<file path="config.mk">
export PLATFORM = sky130hd
export DESIGN_NAME = piso_serializer
export DESIGN_NICKNAME = d
export VERILOG_FILES = /design/src/rtl/piso_serializer.sv
export SDC_FILE = /design/constraint.sdc
export NUM_CORES = 1
export LEC_CHECK = 0
export ABC_CLOCK_PERIOD_IN_PS = 1300
export CAP_MARGIN = 30
export CORE_AREA = 5 5 42 44
export DETAILED_ROUTE_END_ITERATION = 10
export DIE_AREA = 0 0 47 49
export HOLD_SLACK_MARGIN = 0.15
export PLACE_DENSITY_LB_ADDON = 0.05
export SYNTH_ARGS = -nofsm -noshare
export SYNTH_HDL_FRONTEND = slang
export SYNTH_SLANG_ARGS = --single-unit
</file>
<file path="constraint.sdc">
create_clock -name clk -period 1.3 [get_ports clk]
set_input_delay 0.26 -clock clk [delete_from_list [all_inputs] [get_ports clk]]
set_output_delay 0.26 -clock clk [all_outputs]
set_load 0.005 [all_outputs]
</file>
<file path="src/rtl/piso_serializer.sv">
// piso_serializer: parallel-in / serial-out serializer feeding a left-shifting
// SIPO. Accepts a WIDTH-bit word over a valid/ready handshake and emits it
// MSB-first, one bit per clock, on registered serial_out / serial_valid /
// frame_last lines.
//
// Handshake: a word is taken on a rising edge where load_valid && load_ready
// are both high; load_ready is high only in IDLE while clear is low. The
// upstream source must hold parallel_in stable until it sees load_ready.
//
// Optional feature: define PISO_PARITY_EN to append an even-parity bit after
// the WIDTH data bits. frame_last then marks the parity bit.
//
// dbg_state exposes the FSM state (0 = IDLE, 1 = SHIFT, 2 = PARITY).
module piso_serializer #(
  parameter int WIDTH = 4
) (
  input  logic             clk,
  input  logic             clear,
  input  logic [WIDTH-1:0] parallel_in,
  input  logic             load_valid,
  output logic             load_ready,
  output logic             serial_out,
  output logic             serial_valid,
  output logic             frame_last,
  output logic [1:0]       dbg_state
);

  localparam int CW = $clog2(WIDTH);
  localparam logic [CW-1:0] LAST_CNT    = CW'(WIDTH - 1);
  localparam logic [CW-1:0] PENULT_CNT  = CW'(WIDTH - 2);

  typedef enum logic [1:0] {
    ST_IDLE   = 2'd0,
    ST_SHIFT  = 2'd1
`ifdef PISO_PARITY_EN
    ,ST_PARITY = 2'd2
`endif
  } state_t;

  state_t           state_q, state_d;
  logic [WIDTH-1:0] shreg_q, shreg_d;
  logic [CW-1:0]    cnt_q, cnt_d;
  logic             serial_out_q, serial_out_d;
  logic             serial_valid_q, serial_valid_d;
  logic             frame_last_q, frame_last_d;
`ifdef PISO_PARITY_EN
  logic             parity_q, parity_d;
`endif

  // Ready is combinational so a word can be taken in the single idle cycle.
  assign load_ready   = (state_q == ST_IDLE) && !clear;
  assign serial_out   = serial_out_q;
  assign serial_valid = serial_valid_q;
  assign frame_last   = frame_last_q;
  assign dbg_state    = state_q;

  // Next-state logic: outputs are computed for the bit presented after the edge.
  always_comb begin
    state_d        = state_q;
    shreg_d        = shreg_q;
    cnt_d          = cnt_q;
    serial_out_d   = 1'b0;
    serial_valid_d = 1'b0;
    frame_last_d   = 1'b0;
`ifdef PISO_PARITY_EN
    parity_d       = parity_q;
`endif

    case (state_q)
      ST_IDLE: begin
        if (load_valid) begin
          state_d        = ST_SHIFT;
          shreg_d        = parallel_in;
          cnt_d          = '0;
          serial_out_d   = parallel_in[WIDTH-1];
          serial_valid_d = 1'b1;
`ifdef PISO_PARITY_EN
          parity_d       = ^parallel_in;
`endif
        end
      end

      ST_SHIFT: begin
        shreg_d = {shreg_q[WIDTH-2:0], 1'b0};
        if (cnt_q == LAST_CNT) begin
          // Last data bit leaves this edge; counter parks at 0 rather than wrap.
          cnt_d = '0;
`ifdef PISO_PARITY_EN
          state_d        = ST_PARITY;
          serial_out_d   = parity_q;
          serial_valid_d = 1'b1;
          frame_last_d   = 1'b1;
`else
          state_d        = ST_IDLE;
`endif
        end else begin
          cnt_d          = cnt_q + CW'(1);
          serial_out_d   = shreg_q[WIDTH-2];
          serial_valid_d = 1'b1;
`ifdef PISO_PARITY_EN
          frame_last_d   = 1'b0;
`else
          frame_last_d   = (cnt_q == PENULT_CNT);
`endif
        end
      end

`ifdef PISO_PARITY_EN
      ST_PARITY: begin
        state_d = ST_IDLE;
      end
`endif

      default: begin
        state_d = ST_IDLE;
      end
    endcase

    // clear overrides everything, including a simultaneous load_valid.
    if (clear) begin
      state_d        = ST_IDLE;
      shreg_d        = '0;
      cnt_d          = '0;
      serial_out_d   = 1'b0;
      serial_valid_d = 1'b0;
      frame_last_d   = 1'b0;
`ifdef PISO_PARITY_EN
      parity_d       = 1'b0;
`endif
    end
  end

  // State and output registers.
  always_ff @(posedge clk) begin
    state_q        <= state_d;
    shreg_q        <= shreg_d;
    cnt_q          <= cnt_d;
    serial_out_q   <= serial_out_d;
    serial_valid_q <= serial_valid_d;
    frame_last_q   <= frame_last_d;
`ifdef PISO_PARITY_EN
    parity_q       <= parity_d;
`endif
  end

endmodule
</file>
==> reports/qor.csv, run 1 <==
stage;metric;value;unit
detailed_routing;postRouteAntennaNets;0;
timing;setup_viol;0;
placed_design;dp.cells;67;
global_routing;globalRouteOverflowTotal;0;
synth;synth-seq-area-share;43.5;%
cells_and_area;fin_nets;67;
critical_path;cp.arrival;0.92;ns
die;die_h;49;um
timing;fmax;845;MHz
synth;ys_warn_count;0;
cts;clock-sinks;9;
cts;cts_buffers;3;
cts;clk_root_buffer_cell;clkbuf_4;
run_status;status;finished, final reports clean;
cells_and_area;nFillCells;151;
timing;period_share;91.0;%
detailed_routing;via_per_inst;4.56;
synth;syn_nets;51;
synth;synth_top_area_share;43.5;%
global_routing;grtUsageTotal;8.44;%
cts;clockBufferDepth;2;
timing;final.min_clock_period;1.18;ns
timing;hold_viol;0;
placed_design;dp.final_hpwl;613;um
cts;clkLatencyLatePin;0.27;ns
cells_and_area;final_layout_size_suffix_gt1_share;17.9;%
placed_design;gp_congestion;0.716;
global_routing;grt_start_max_net_pins;12;
power;p_leak;0.000253;uW
detailed_routing;wl_met3;79;um
cts;cts_hold_buf;0;
critical_path;worstPathRequired;1.04;ns
synth;yosys_register_bits;9;
die;fp.dieW;47;um
detailed_routing;wirelength;787;um
cts;htreeDepth;1;
synth;synth_area_leaders;dfxtp_1, ha_1, mux2i_1;
synth;syn_area_per_cell;10.1;um2
detailed_routing;drc;0;
global_routing;grt_pass1_vias;326;
synth;syn_area;414;um2
critical_path;cp-start-kind;flop;
timing;rsz0062_at_grt;no;
power;pwr_density_cell;1090;nW/um2
detailed_routing;wl_per_cell;10.9;um
synth;syn_inst;41;
cells_and_area;register_area;181;um2
cells_and_area;fin_cells;72;
timing;slew_violations;0;
critical_path;crit_slowest_cell;dfxtp_2;
power;clock_power_share;36.1;%
cts;path_clk_slew;0.06;ns
timing;fin_hold_ws;0.482;ns
cells_and_area;multi_input_area;196;um2
detailed_routing;wl_met2;342;um
detailed_routing;top_layer;met4;
power;ir_drop;0.435;mV
critical_path;crit_path_end_kind;output pin;
critical_path;slowest_delay;0.31;ns
power;power.net_switching;147;uW
detailed_routing;drt_iter0_drc;0;
timing;finalSetupTns;0;ns
die;dieArea;2300;um2
cells_and_area;antennaDiodeCount;0;
cells_and_area;area_growth;35.6;%
cts;cts_tree;built;
die;core_region_area;1400;um2
synth;yosysTopAreaCell;dfxtp_1;
detailed_routing;first_pass_iters;1;
critical_path;cp_max_fo;4;
die;ios;13;
critical_path;crit_buf_inv;2;
detailed_routing;wirelength_met1;335;um
global_routing;antenna_found_initial;0;
power;p_comb_share;14.7;%
min_path;hold_path_class;flop to flop;
placed_design;io_buffers;11;
run;maxCapViolCount;0;
power;p_sw_share;24.0;%
critical_path;crit_path_cell_trace;buf_4, nor2_1, clkbuf_2;
die;rows;14;
power;p_int;464;uW
detailed_routing;vias;328;
critical_path;critical_path_class;flop to output pin;
power;p_seq_share;49.3;%
timing;skew;0.000313;ns
synth;synthDistinctLibCells;19;
die;start_util;29.6;%
global_routing;grt_pass1_wl;1.32;mm
critical_path;cp_top_family;flip-flops;
==> worst register-to-register path: stages, from the launching register on <==
cell     delay (ns)
dfxtp_2        0.31
buf_4          0.13
buf_4          0.16
or3b_1         0.37
a21oi_1        0.14
==> cell families (layout without fill, tap and decap cells) <==
group / count (synthesis) / after routing / share of synthesized area (%)
AOI/OAI and AO/OA: 8 / 8 / 11.5
adders and majority gates: 3 / 3 / 9.06
buffers and inverters: 6 / 21 / 9.06
DFF: 9 / 9 / 43.5
muxes: 3 / 3 / 7.25
other: 1 / 1 / 0.905
and+or+nand+nor: 11 / 11 / 18.7
==> through the flow <==
step	power, uW	instance area [um2]	util [%]	worst slack [ns]
2_1_floorplan	358	414	-	0.253
3_3_place_gp	399	537	38.3	-0.231
3_5_place_dp	401	537	38.3	-0.236
4_1_cts	621	567	40.4	0.00681
5_1_grt	654	562	40.1	0.0310
6_report	611	562	40.1	0.117
==> area by class of cell <==
| type | instances | share of cell area [%] |
|---|---|---|
| well taps | 16 | 3.56 |
| inverters | 2 | 1.34 |
| clock buffers | 4 | 4.68 |
| multi-input cells | 26 | 35.0 |
| flip-flops and latches | 9 | 32.3 |
| repair buffers | 15 | 23.2 |
==> power groups by stage <==
| stage | registers [uW] | logic [uW] | clock network [uW] |
|---|---|---|---|
| 6_report | 301 | 89.7 | 220 |
| 5_1_grt | 303 | 101 | 250 |
| 4_1_cts | 301 | 92.4 | 227 |
| 3_5_place_dp | 309 | 91.7 | 0 |
| 3_3_place_gp | 309 | 90.1 | 0 |
| 2_1_floorplan | 308 | 49.8 | 0 |
==> layout by cell type (no fill, tap or decap), drive strengths merged <==
cell and instances:
a21oi 5, or2b 2, a211oi 2, clkdlybuf4s50 6
clkbuf 5, nor2b 2, mux2i 3, buf 4
nand3b 2, or3b 2, nor3 1, dfxtp 9
nor2 1, dlygate4sd2 4, inv 2, o21bai 1
ha 3, nor4b 1, conb 1
==> cell usage after synthesis <==
cell type	count
nor3_1	1
clkbuf_1	1
o21bai_1	1
ha_1	3
buf_4	2
dfxtp_1	9
a211oi_1	2
mux2i_1	3
nor4b_1	1
nor2_1	1
or2b_1	2
nand3b_1	2
inv_2	1
a21oi_1	5
buf_6	1
conb_1	1
nor2b_1	2
inv_1	1
or3b_1	2
==> timing repair <==
| action | in CTS | in global routing |
|---|---|---|
| resized for setup | 7 | 1 |
| endpoints found under the setup margin | 5 | 1 |
| setup buffers | 1 | 0 |
==> per-layer routing <==
metal / GRT usage, % / vias to the layer above
met5: 0 / -
met4: 8.29 / 0
met3: 3.69 / 3
met2: 11.5 / 13
met1: 8.97 / 141
li1: - / 171
==> final timing paths <==
path	startpoint	endpoint	slack [ns]	depth (start not counted)
setup / recovery	dbg_state[0]	load_ready	0.12	3
hold / removal	shreg_q[2]	serial_out	0.48	2
setup reg to reg	dbg_state[0]	cnt_q[1]	0.12	4
hold reg to reg	shreg_q[2]	serial_out	0.48	2
==> flip-flops by register name, summed over array words and instances (netlist names) <==
| name | count |
|---|---|
| shreg_q | 3 |
| cnt_q | 2 |
| dbg_state | 1 |
| frame_last | 1 |
| serial_out | 1 |
| serial_valid | 1 |
No activity file was read; power rests on OpenSTA's default activity.
==> run 2, diff against run 1 <==
--- a/config.mk
+++ b/config.mk
@@ -12,6 +12,7 @@
 export DIE_AREA = 0 0 47 49
 export HOLD_SLACK_MARGIN = 0.15
 export PLACE_DENSITY_LB_ADDON = 0.05
+export SLEW_MARGIN = 5
 export SYNTH_ARGS = -nofsm -noshare
 export SYNTH_HDL_FRONTEND = slang
 export SYNTH_SLANG_ARGS = --single-unit
==> results of run 2 <==
Final layout, timing and power as in run 1 (identical DEF).
